`src/rtl/fd_ts_delta_monitor_if.sv`:
```
// -----------------------------------------------------------------------------
// fd_ts_delta_monitor_if
// Timestamp input channel of the fine-delay timestamp interval monitor.
// Carries one tagged (utc, coarse, frac) timestamp per valid/ready handshake.
//
// Signals
//   ts_valid   master -> slave  timestamp valid
//   ts_ready   slave  -> master monitor can accept the timestamp
//   ts_chan    master -> slave  channel index
//   ts_utc     master -> slave  UTC seconds
//   ts_coarse  master -> slave  coarse ticks within the second
//   ts_frac    master -> slave  fractional part of a coarse tick
//
// Modports
//   master  timestamp producer (FIFO readout or testbench)
//   slave   timestamp consumer (the monitor)
// -----------------------------------------------------------------------------
interface fd_ts_delta_monitor_if #(
  parameter int g_num_channels = 4,
  parameter int g_utc_bits     = 32,
  parameter int g_coarse_bits  = 28,
  parameter int g_frac_bits    = 12
);

  localparam int C = (g_num_channels > 1) ? $clog2(g_num_channels) : 1;

  logic                     ts_valid;
  logic                     ts_ready;
  logic [C-1:0]             ts_chan;
  logic [g_utc_bits-1:0]    ts_utc;
  logic [g_coarse_bits-1:0] ts_coarse;
  logic [g_frac_bits-1:0]   ts_frac;

  modport master (
    output ts_valid,
    output ts_chan,
    output ts_utc,
    output ts_coarse,
    output ts_frac,
    input  ts_ready
  );

  modport slave (
    input  ts_valid,
    input  ts_chan,
    input  ts_utc,
    input  ts_coarse,
    input  ts_frac,
    output ts_ready
  );

endinterface

```
`src/rtl/fd_ts_delta_monitor.sv`:
```
// -----------------------------------------------------------------------------
// fd_ts_delta_monitor
// Multi-channel timestamp interval checker for fine-delay TDC verification and
// self-test. For every channel it keeps the previous timestamp, computes the
// interval to the new one in frac units (8 ns / 2^g_frac_bits), checks it
// against an inclusive [min, max] window and keeps saturating pass/fail
// counters plus a sticky per-channel error flag.
//
// Ports
//   clk_sys_i    in   system clock
//   rst_i        in   synchronous reset, active high
//   ts           slave  timestamp handshake (valid/ready, chan, utc, coarse, frac)
//   cfg_en_i     in   per-channel enable; disabling a channel drops its history
//   cfg_min_i    in   window lower bound, inclusive
//   cfg_max_i    in   window upper bound, inclusive
//   clr_i        in   clear history, counters and sticky errors
//   dlt_valid_o  out  one-cycle result strobe
//   dlt_chan_o   out  channel of the result
//   dlt_value_o  out  interval in frac units, saturated
//   dlt_ok_o     out  interval inside the window
//   pass_cnt_o   out  packed per-channel pass counters, channel 0 in LSBs
//   fail_cnt_o   out  packed per-channel fail counters, channel 0 in LSBs
//   err_o        out  sticky per-channel fail flags
//
// Pipeline: S1 registers the raw utc/coarse/frac differences and updates the
// channel history; S2 turns them into a saturated, classified interval.
// Accept -> dlt_valid_o is two cycles, one accept per cycle sustained.
// -----------------------------------------------------------------------------
module fd_ts_delta_monitor #(
  parameter int g_num_channels = 4,
  parameter int g_utc_bits     = 32,
  parameter int g_coarse_bits  = 28,
  parameter int g_frac_bits    = 12,
  parameter int g_coarse_max   = 125000000,
  parameter int g_delta_bits   = 32,
  parameter int g_cnt_bits     = 16,
  localparam int C = (g_num_channels > 1) ? $clog2(g_num_channels) : 1
) (
  input  logic                               clk_sys_i,
  input  logic                               rst_i,
  fd_ts_delta_monitor_if.slave               ts,
  input  logic [g_num_channels-1:0]          cfg_en_i,
  input  logic [g_delta_bits-1:0]            cfg_min_i,
  input  logic [g_delta_bits-1:0]            cfg_max_i,
  input  logic                               clr_i,
  output logic                               dlt_valid_o,
  output logic [C-1:0]                       dlt_chan_o,
  output logic [g_delta_bits-1:0]            dlt_value_o,
  output logic                               dlt_ok_o,
  output logic [g_num_channels*g_cnt_bits-1:0] pass_cnt_o,
  output logic [g_num_channels*g_cnt_bits-1:0] fail_cnt_o,
  output logic [g_num_channels-1:0]          err_o
);

  // Signed difference widths: one extra bit over the unsigned operands.
  localparam int CW = g_coarse_bits + 1;
  localparam int FW = g_frac_bits + 1;

  // Interval arithmetic width. (dc + coarse_max) fits in 34 signed bits for
  // coarse widths up to 32; shifting by F and adding df needs F+1 more. The
  // width must also exceed the delta width so overflow can be detected.
  localparam int BW0 = ((g_coarse_bits > 32) ? g_coarse_bits : 32) + 2 + g_frac_bits + 1;
  localparam int IW  = (BW0 > g_delta_bits + 1) ? BW0 : g_delta_bits + 2;

  localparam logic [IW-1:0]         LP_CMAX    = IW'(g_coarse_max);
  localparam logic [IW-1:0]         LP_DMAX    = {{(IW-g_delta_bits){1'b0}}, {g_delta_bits{1'b1}}};
  localparam logic [g_utc_bits-1:0] LP_UTC_ONE = {{(g_utc_bits-1){1'b0}}, 1'b1};
  localparam logic [g_cnt_bits-1:0] LP_CNT_MAX = '1;

  // Input-side decode
  logic                      w_accept;
  logic [g_num_channels-1:0] w_hit;
  logic                      w_load;
  logic                      w_hasHist;
  logic [g_utc_bits-1:0]     w_prevUtc;
  logic [g_coarse_bits-1:0]  w_prevCoarse;
  logic [g_frac_bits-1:0]    w_prevFrac;
  logic [g_utc_bits-1:0]     w_dUtc;
  logic [CW-1:0]             w_dCoarse;
  logic [FW-1:0]             w_dFrac;

  // Per-channel history
  logic [g_num_channels-1:0] r_histValid;
  logic [g_utc_bits-1:0]     r_prevUtc    [g_num_channels];
  logic [g_coarse_bits-1:0]  r_prevCoarse [g_num_channels];
  logic [g_frac_bits-1:0]    r_prevFrac   [g_num_channels];

  // S1 pipeline register
  logic                  r_s1Valid;
  logic [C-1:0]          r_s1Chan;
  logic [g_utc_bits-1:0] r_s1DUtc;
  logic [CW-1:0]         r_s1DCoarse;
  logic [FW-1:0]         r_s1DFrac;

  // S2 combinational classification
  logic [IW-1:0]           w_dCoarseExt;
  logic [IW-1:0]           w_dFracExt;
  logic [IW-1:0]           w_base;
  logic [IW-1:0]           w_interval;
  logic [g_delta_bits-1:0] w_value;
  logic                    w_ok;

  // Result and statistics registers
  logic                      r_dltValid;
  logic [C-1:0]              r_dltChan;
  logic [g_delta_bits-1:0]   r_dltValue;
  logic                      r_dltOk;
  logic [g_cnt_bits-1:0]     r_passCnt [g_num_channels];
  logic [g_cnt_bits-1:0]     r_failCnt [g_num_channels];
  logic [g_num_channels-1:0] r_err;

  // Ready drops for the reset and clear cycles so nothing is accepted while
  // history is being wiped.
  assign ts.ts_ready = !rst_i && !clr_i;
  assign w_accept    = ts.ts_valid && ts.ts_ready;

  // One-hot channel decode and history mux. An out-of-range channel matches
  // nothing, so it can neither load history nor produce a result.
  always_comb begin
    w_hit        = '0;
    w_prevUtc    = '0;
    w_prevCoarse = '0;
    w_prevFrac   = '0;
    for (int i = 0; i < g_num_channels; i++) begin
      if (ts.ts_chan == C'(i)) begin
        w_hit[i]     = 1'b1;
        w_prevUtc    = r_prevUtc[i];
        w_prevCoarse = r_prevCoarse[i];
        w_prevFrac   = r_prevFrac[i];
      end
    end
  end

  assign w_load    = w_accept && |(w_hit & cfg_en_i);
  assign w_hasHist = |(w_hit & r_histValid);

  // UTC difference is modular: 0 and 1 are the only usable values, anything
  // else (including a step backwards) is classified as a failure in S2.
  assign w_dUtc    = ts.ts_utc - w_prevUtc;
  assign w_dCoarse = {1'b0, ts.ts_coarse} - {1'b0, w_prevCoarse};
  assign w_dFrac   = {1'b0, ts.ts_frac} - {1'b0, w_prevFrac};

  // History-valid flags. Clear and reset wipe all of them; a disabled channel
  // keeps its flag cleared so re-enabling starts from a fresh first timestamp.
  always_ff @(posedge clk_sys_i) begin
    if (rst_i || clr_i) begin
      r_histValid <= '0;
    end else begin
      for (int i = 0; i < g_num_channels; i++) begin
        if (!cfg_en_i[i]) begin
          r_histValid[i] <= 1'b0;
        end else if (w_load && w_hit[i]) begin
          r_histValid[i] <= 1'b1;
        end
      end
    end
  end

  // Previous timestamp per channel, loaded on every accepted timestamp so a
  // back-to-back accept on the same channel sees the new history. These carry
  // no reset: they are only read while the matching history flag is set.
  always_ff @(posedge clk_sys_i) begin
    for (int i = 0; i < g_num_channels; i++) begin
      if (w_load && w_hit[i]) begin
        r_prevUtc[i]    <= ts.ts_utc;
        r_prevCoarse[i] <= ts.ts_coarse;
        r_prevFrac[i]   <= ts.ts_frac;
      end
    end
  end

  // S1: register the raw differences. A first timestamp on a channel only
  // loads history, so it does not enter the pipeline.
  always_ff @(posedge clk_sys_i) begin
    if (rst_i) begin
      r_s1Valid   <= 1'b0;
      r_s1Chan    <= '0;
      r_s1DUtc    <= '0;
      r_s1DCoarse <= '0;
      r_s1DFrac   <= '0;
    end else begin
      r_s1Valid <= w_load && w_hasHist;
      if (w_load) begin
        r_s1Chan    <= ts.ts_chan;
        r_s1DUtc    <= w_dUtc;
        r_s1DCoarse <= w_dCoarse;
        r_s1DFrac   <= w_dFrac;
      end
    end
  end

  // S2: build the signed interval (dc [+ coarse_max]) * 2^F + df and clamp it.
  // Non-positive intervals saturate to 0 and fail, intervals above the delta
  // range saturate to all-ones and fail, and only in-range values are
  // compared against the window.
  always_comb begin
    w_dCoarseExt = {{(IW-CW){r_s1DCoarse[CW-1]}}, r_s1DCoarse};
    w_dFracExt   = {{(IW-FW){r_s1DFrac[FW-1]}}, r_s1DFrac};
    w_base       = (r_s1DUtc == LP_UTC_ONE) ? (w_dCoarseExt + LP_CMAX) : w_dCoarseExt;
    w_interval   = (w_base << g_frac_bits) + w_dFracExt;
    w_value      = '0;
    w_ok         = 1'b0;
    if ((r_s1DUtc != '0) && (r_s1DUtc != LP_UTC_ONE)) begin
      w_value = '1;
    end else if (w_interval[IW-1] || (w_interval == '0)) begin
      w_value = '0;
    end else if (w_interval > LP_DMAX) begin
      w_value = '1;
    end else begin
      w_value = w_interval[g_delta_bits-1:0];
      w_ok    = (w_value >= cfg_min_i) && (w_value <= cfg_max_i);
    end
  end

  // Result register; it only moves when S1 carries a result so the outputs
  // stay quiet between strobes.
  always_ff @(posedge clk_sys_i) begin
    if (rst_i) begin
      r_dltValid <= 1'b0;
      r_dltChan  <= '0;
      r_dltValue <= '0;
      r_dltOk    <= 1'b0;
    end else begin
      r_dltValid <= r_s1Valid;
      if (r_s1Valid) begin
        r_dltChan  <= r_s1Chan;
        r_dltValue <= w_value;
        r_dltOk    <= w_ok;
      end
    end
  end

  // Counters and sticky errors update on the same edge that launches the
  // result strobe. Clear takes priority, so a result still in flight during
  // the clear is emitted but never counted.
  always_ff @(posedge clk_sys_i) begin
    if (rst_i || clr_i) begin
      for (int i = 0; i < g_num_channels; i++) begin
        r_passCnt[i] <= '0;
        r_failCnt[i] <= '0;
      end
      r_err <= '0;
    end else if (r_s1Valid) begin
      for (int i = 0; i < g_num_channels; i++) begin
        if (r_s1Chan == C'(i)) begin
          if (w_ok) begin
            if (r_passCnt[i] != LP_CNT_MAX) begin
              r_passCnt[i] <= r_passCnt[i] + 1'b1;
            end
          end else begin
            if (r_failCnt[i] != LP_CNT_MAX) begin
              r_failCnt[i] <= r_failCnt[i] + 1'b1;
            end
            r_err[i] <= 1'b1;
          end
        end
      end
    end
  end

  // Pack the counter arrays, channel 0 in the LSBs.
  always_comb begin
    pass_cnt_o = '0;
    fail_cnt_o = '0;
    for (int i = 0; i < g_num_channels; i++) begin
      pass_cnt_o[i*g_cnt_bits +: g_cnt_bits] = r_passCnt[i];
      fail_cnt_o[i*g_cnt_bits +: g_cnt_bits] = r_failCnt[i];
    end
  end

  assign dlt_valid_o = r_dltValid;
  assign dlt_chan_o  = r_dltChan;
  assign dlt_value_o = r_dltValue;
  assign dlt_ok_o    = r_dltOk;
  assign err_o       = r_err;

endmodule

```
`src/flat_wrapper.sv`:
```
// flat-port wrapper written by rule: the top's interface ports become plain ports
module fd_ts_delta_monitor_flat 
#(
  parameter int g_num_channels = 4,
  parameter int g_utc_bits     = 32,
  parameter int g_coarse_bits  = 28,
  parameter int g_frac_bits    = 12,
  parameter int g_coarse_max   = 125000000,
  parameter int g_delta_bits   = 32,
  parameter int g_cnt_bits     = 16,
  localparam int C = (g_num_channels > 1) ? $clog2(g_num_channels) : 1
)
  (clk_sys_i, rst_i, cfg_en_i, cfg_min_i, cfg_max_i, clr_i, dlt_valid_o, dlt_chan_o, dlt_value_o, dlt_ok_o, pass_cnt_o, fail_cnt_o, err_o, ts_ts_valid, ts_ts_chan, ts_ts_utc, ts_ts_coarse, ts_ts_frac, ts_ts_ready);
  fd_ts_delta_monitor_if #(.g_num_channels(g_num_channels), .g_utc_bits(g_utc_bits), .g_coarse_bits(g_coarse_bits), .g_frac_bits(g_frac_bits)) ts_i ();
  input  logic clk_sys_i;
  input  logic rst_i;
  input  logic [g_num_channels-1:0] cfg_en_i;
  input  logic [g_delta_bits-1:0] cfg_min_i;
  input  logic [g_delta_bits-1:0] cfg_max_i;
  input  logic clr_i;
  output logic dlt_valid_o;
  output logic [C-1:0] dlt_chan_o;
  output logic [g_delta_bits-1:0] dlt_value_o;
  output logic dlt_ok_o;
  output logic [g_num_channels*g_cnt_bits-1:0] pass_cnt_o;
  output logic [g_num_channels*g_cnt_bits-1:0] fail_cnt_o;
  output logic [g_num_channels-1:0] err_o;
  input wire logic [$bits(ts_i.ts_valid)-1:0] ts_ts_valid;
  input wire logic [$bits(ts_i.ts_chan)-1:0] ts_ts_chan;
  input wire logic [$bits(ts_i.ts_utc)-1:0] ts_ts_utc;
  input wire logic [$bits(ts_i.ts_coarse)-1:0] ts_ts_coarse;
  input wire logic [$bits(ts_i.ts_frac)-1:0] ts_ts_frac;
  output wire logic [$bits(ts_i.ts_ready)-1:0] ts_ts_ready;
  assign ts_i.ts_valid = ts_ts_valid;
  assign ts_i.ts_chan = ts_ts_chan;
  assign ts_i.ts_utc = ts_ts_utc;
  assign ts_i.ts_coarse = ts_ts_coarse;
  assign ts_i.ts_frac = ts_ts_frac;
  assign ts_ts_ready = ts_i.ts_ready;
  fd_ts_delta_monitor #(.g_num_channels(g_num_channels), .g_utc_bits(g_utc_bits), .g_coarse_bits(g_coarse_bits), .g_frac_bits(g_frac_bits), .g_coarse_max(g_coarse_max), .g_delta_bits(g_delta_bits), .g_cnt_bits(g_cnt_bits)) u_core (.clk_sys_i(clk_sys_i), .rst_i(rst_i), .ts(ts_i), .cfg_en_i(cfg_en_i), .cfg_min_i(cfg_min_i), .cfg_max_i(cfg_max_i), .clr_i(clr_i), .dlt_valid_o(dlt_valid_o), .dlt_chan_o(dlt_chan_o), .dlt_value_o(dlt_value_o), .dlt_ok_o(dlt_ok_o), .pass_cnt_o(pass_cnt_o), .fail_cnt_o(fail_cnt_o), .err_o(err_o));
endmodule
```
`config.mk`:
```
export PLATFORM = sky130hd
export DESIGN_NAME = fd_ts_delta_monitor_flat
export DESIGN_NICKNAME = d
export VERILOG_FILES = /design/src/rtl/fd_ts_delta_monitor_if.sv /design/src/rtl/fd_ts_delta_monitor.sv /design/src/flat_wrapper.sv
export SDC_FILE = /design/constraint.sdc
export NUM_CORES = 1
export LEC_CHECK = 0
export ABC_CLOCK_PERIOD_IN_PS = 11200
export BUFFER_PORTS_ARGS = -buffer_cell sky130_fd_sc_hd__buf_2
export CORE_AREA = 2 2 218 220
export DETAILED_ROUTE_END_ITERATION = 8
export DIE_AREA = 0 0 220 222
export GPL_ROUTABILITY_DRIVEN = 0
export MAX_ROUTING_LAYER = met4
export PLACE_DENSITY = 0.92
export SYNTH_ARGS = -nofsm -noshare
export SYNTH_HDL_FRONTEND = slang
export SYNTH_SLANG_ARGS = --single-unit
export TNS_END_PERCENT = 100
```
`constraint.sdc`:
```
create_clock -name clk_sys_i -period 11.2 [get_ports clk_sys_i]
set_input_delay 1.12 -clock clk_sys_i [delete_from_list [all_inputs] [get_ports clk_sys_i]]
set_output_delay 1.12 -clock clk_sys_i [all_outputs]
set_load 0.02 [all_outputs]
```
Word level (Yosys, flattened, before mapping)
Memory sizes are Yosys's and may differ from the RTL's.
Cells that the tools add are included.
Cells by class
  add/subtract/negate cells: 13
  shift operators: 0
  eq/ne operators: 16
  bitwise gates (word level): 15
  div/mod/pow operators: 0
  multiply operators: 0
  multiplexer cells: 116
  reduce and logical (&&, ||, !) cells: 37
  $lt $le $gt $ge: 3
Operator list (number)
  $mux W32: 10
  $mux W28: 7
  $add A16 B1 Y16 const B: 8
  $mux W16: 8
  $ne A16 B16 Y1 const B: 8
  $reduce_or A32 Y1: 3
  $mux W12: 7
  $reduce_or A28 Y1: 3
  $mux W1: 74
  $add A47 B47 Y47: 1
  $gt A47 B32 Y1 const B: 1
  $logic_not A47 Y1: 1
  $reduce_or A12 Y1: 3
  $mux W35: 1
  $eq A32 B1 Y1 const B: 1
  $ge A32 B32 Y1: 1
  $le A32 B32 Y1: 1
  $ne A32 B1 Y1 const B: 1
  $reduce_bool A32 Y1: 1
  $sub A32 B32 Y32: 1
  $add A29 B28 Y30 const B: 1
  $sub A28 B28 Y29: 1
  $mux W2: 9
  $sub A12 B12 Y13: 1
  12 further kinds: 47
Word-level totals
  input port bits: 146
  register bits after elaboration: 121
  memory bits (read-only): 0
  memories: 5
  output and inout bits: 169
  memory bits (writable): 416
  latch bits: 0
  logic and storage cells: 222
Memory list
  u_core.r_prevUtc: depth 4, width 32, read ports 4, clocked after Yosys merged registers in 0, wr ports 1, line fd_ts_delta_monitor.sv:84  | logic [g_utc_bits-1:0] r_prevUtc [g_num_channels];
  u_core.r_prevCoarse: depth 4, width 28, read ports 4, clocked after Yosys merged registers in 0, wr ports 1, line fd_ts_delta_monitor.sv:85  | logic [g_coarse_bits-1:0] r_prevCoarse [g_num_channels];
  u_core.r_failCnt: depth 4, width 16, read ports 4, clocked after Yosys merged registers in 0, wr ports 4, line fd_ts_delta_monitor.sv:109  | logic [g_cnt_bits-1:0] r_failCnt [g_num_channels];
  u_core.r_passCnt: depth 4, width 16, read ports 4, clocked after Yosys merged registers in 0, wr ports 4, line fd_ts_delta_monitor.sv:108  | logic [g_cnt_bits-1:0] r_passCnt [g_num_channels];
  u_core.r_prevFrac: depth 4, width 12, read ports 4, clocked after Yosys merged registers in 0, wr ports 1, line fd_ts_delta_monitor.sv:86  | logic [g_frac_bits-1:0] r_prevFrac [g_num_channels];

Depth between registers and ports, before layout
  word-level depth: 14
  gate-level depth with buffers: 28
  gate-level depth less buffers: 24

Worst setup path before layout
Ideal clock, no wire load.
  path kind: input to register
  start: input rst_i
  end: memory u_core.r_prevCoarse[1][0], enable pin
  slack: 3.313 ns
  path buffers: 2
  data arrival time: 7.278 ns
  stages on the path: 6
  library setup time: 0.609 ns
  data required time: 10.591 ns
  path through: clkbuf_1 > or2_2 > clkbuf_1 > inv_1 > nand3_1 > nor3b_1
On the way
  cells in the longest elaborated chain, start to end: 11
  elaborated cells between the ends (all ways): 25
  those cells by class: 14 x mux; 11 x reduce/logical
RTL lines
  start: declaration: line flat_wrapper.sv:16  | input logic rst_i;
  $logic_not A1 Y1 (*): line fd_ts_delta_monitor.sv:114  | assign ts.ts_ready = !rst_i && !clr_i;
  $logic_and A1 B1 Y1 (*): line fd_ts_delta_monitor.sv:114
  $logic_and A1 B1 Y1 (*): line fd_ts_delta_monitor.sv:115  | assign w_accept = ts.ts_valid && ts.ts_ready;
  $logic_and A1 B1 Y1 (*): line fd_ts_delta_monitor.sv:134  | assign w_load = w_accept && |(w_hit & cfg_en_i);
  $logic_and A1 B1 Y1: line fd_ts_delta_monitor.sv:164  | if (w_load && w_hit[i]) begin
  $mux W1: line fd_ts_delta_monitor.sv:164
  $mux W1 (not written as such): line fd_ts_delta_monitor.sv:166  | r_prevCoarse[i] <= ts.ts_coarse;
  $reduce_or A28 Y1 (no source line)
  $mux W2 (no source line) or $mux W1 (tied branches) (3 in series)
  end: declaration: line fd_ts_delta_monitor.sv:85
Mark *: on every way between the ends. The rest lies on a longest branch, timed or not.

==> run metrics <==
clock latency on the worst-skew pair 630 ps; period utilization 0.685; initial antenna violation count 14; worst-path maximum fanout 94; Worst Setup End Kind register; fmax 0.130 GHz; FF+latch area 0.0149 mm^2; Post-Syn Area just under 0.03 mm^2; CP Class reg2reg; post-route setup TNS 0 ps; worst reg2reg path depth 26; Port Buf Inserts 314; Seq/Total Area, Yosys 0.509; worst-margin pin slew 1300 ps; most common cell after layout, fill and taps aside edfxtp_1; unrepaired setup endpoints after global routing false; Post-DRT Antenna Nets 0; final WL ~76000 um; total of max-cap violations 0; root buf cell clkbuf_16; num rows 79; TritonCTS clock tree yes; area delta synth->final 13.7%; first-pass GRT wire length around 120000 um; H-Tree Depth 2; r2r setup slk roughly 3500 ps; Worst path max stage delay 520 ps; final setup vio count 0; Hold-fix buffers, CTS 0; commonest cells after routing, fill and taps aside edfxtp_1, buf_2, nand2_1, inv_1, ha_1; EDFF count, synth 416; DRC 0; FF-to-FF End u_core.r_passCnt[0][13]; min Tclk post-route 7670 ps; Hold WC Path Type reg2reg; NumNets Final 3235; run status finished clean; routed vias/inst 6.45; cts repair resizes 0; Avg Cell Area, Syn 11.2 um^2; Initial DRC Count 2655; LEAKAGE 13.1 nW; routed via count 23100; total CTS buffers 53; Crit-path slowest cell nor2_1; Worst Setup EP u_core.r_passCnt[0][13]; Final Max Slew Viols 0; Clock Tree Buf Depth 3; Synth Register Bits about 540; Clock Skews 35.5 ps; clock transition at the registers of the reported paths 60 ps; Distinct cells, synth 78; dpl hpwl 52800 um; die area 0.0488 mm^2; Mapped Nets 2947; 1st-pass router iterations 6; Initial Util 0.634; Die X roughly 220 um; CP required 11500 ps; peak supply drop 127 uV; Multi-input gate area 0.0133 mm^2; IO Pins approximately 320; share of post-route cells with drive strength above 1 0.189; vias in the first global route 22500; Async S/R FF share, synth 0; Post-Syn Instances ~2600; GRT Total Usage 0.314; WL/cell between 20 and 25 um; CP arrival 7960 ps; Hold WS roughly 460 ps; Clock Sinks 537; CP startpoint u_core.r_s1DUtc[20]; postcts setup bufs 0; Hold Fails Final Rpt 0; Synth Warn # 0; Pwr Density 143 mW/mm^2; Die Height 222 um; slew margin rel. 0.125; Worst R2R Start u_core.r_s1DUtc[20]; largest net degree at the start of global routing 95; Top FF cell, synth edfxtp_1; Core ar. between 0.04 and 0.05 mm^2; Congestion Overflow GR 0; CP Launch Type register; Filler cells between 2000 and 3000
final cells by class:
| cell class | count | share of cell area |
|---|---|---|
| inverter | 188 | 0.0212 |
| clock inverter | 29 | 0.00995 |
| clock buffer | 71 | 0.0464 |
| timing repair buffer | 335 | 0.0521 |
| antenna | 16 | 0.00120 |
| sequential | 537 | 0.447 |
| multi-input combinational | 1795 | 0.399 |
| tap | 607 | 0.0228 |
where the power goes:
part | total, mW | switching (mW) | internal [mW]
logic | 0.645 | 0.396 | 0.249
clock network | 1.88 | 0.788 | 1.09
registers | 2.23 | 0.0424 | 2.19
total | 4.76 | 1.23 | 3.53
per-stage QoR:
step                      setup slack [ps]  power [mW]  area [um^2]  instances   util
after global placement                4090        2.86        31400       3462  0.679
final                                 3530        4.76        33300       3578  0.721
after floorplan                       3310        2.70        29300       2622      -
after detailed placement              3720        2.89        31400       3462  0.679
after global routing                  2940        4.90        33300       3576  0.721
after CTS                             3650        4.76        33300       3562  0.720
kinds of logic (layout without fill, tap and decap cells):
| logic type | after synthesis | after routing | synth area share |
|---|---|---|---|
| muxes | 78 | 78 | 0.0582 |
| xor gates and xnor gates | 189 | 189 | 0.0565 |
| AOI/OAI and AO/OA | 492 | 492 | 0.109 |
| and+or+nand+nor | 857 | 857 | 0.151 |
| buffers and inverters | 290 | 623 | 0.0395 |
| adders and majority gates | 179 | 179 | 0.0774 |
| DFF | 537 | 537 | 0.509 |
| other | 0 | 16 | 0 |
worst min path at each step:
stage                             start                  end  slack (ps)  depth (start not counted)
floorplan           u_core.r_s1DUtc[14]  u_core.r_s1DUtc[14]         430                          2
global placement     u_core.r_s1DUtc[5]   u_core.r_s1DUtc[5]         440                          2
detailed placement   u_core.r_s1DUtc[3]   u_core.r_s1DUtc[3]         440                          2
finish              u_core.r_s1DUtc[23]  u_core.r_s1DUtc[23]         460                          2
global route        u_core.r_s1DUtc[24]  u_core.r_s1DUtc[24]         480                          2
CTS                 u_core.r_s1DUtc[24]  u_core.r_s1DUtc[24]         460                          2
layer usage:
layer  vias up  part of all wire  GRT usage
met5         -                 0          -
met4         0             0.035      0.121
met3       220             0.098     0.0634
met2      1358              0.48      0.503
met1     11100              0.39      0.395
li1      10400                 -          -
state kept, by name (all words and copies together) (netlist names), 29 cells and up:
signal	cells
u_core.r_passCnt	64
u_core.r_prevUtc	128
u_core.r_prevCoarse	112
u_core.r_s1DUtc	32
u_core.dlt_value_o	32
u_core.r_prevFrac	48
u_core.r_failCnt	64
u_core.r_s1DCoarse	29
cells in the mapped netlist, types with 74 or more instances:
master,n,area share
o21ai_0,100,0.017
mux4_2,74,0.057
nor2_1,156,0.020
ha_1,175,0.075
a21oi_1,147,0.025
edfxtp_1,416,0.43
nand2_1,208,0.027
nand3_1,79,0.013
nor3_1,134,0.023
xor2_1,99,0.030
inv_1,188,0.024
dfxtp_1,121,0.083
xnor2_1,90,0.027
worst max-delay path, delay by kind of cell (launching register included):
| family | cells | cell delay (ps) |
|---|---|---|
| compound gates | 9 | 2380 |
| xor+xnor | 2 | 420 |
| fa+ha+maj | 2 | 730 |
| buf+inv | 3 | 860 |
| flops | 1 | 320 |
| simple gates | 10 | 2590 |
(Power assumes the default switching activity.)
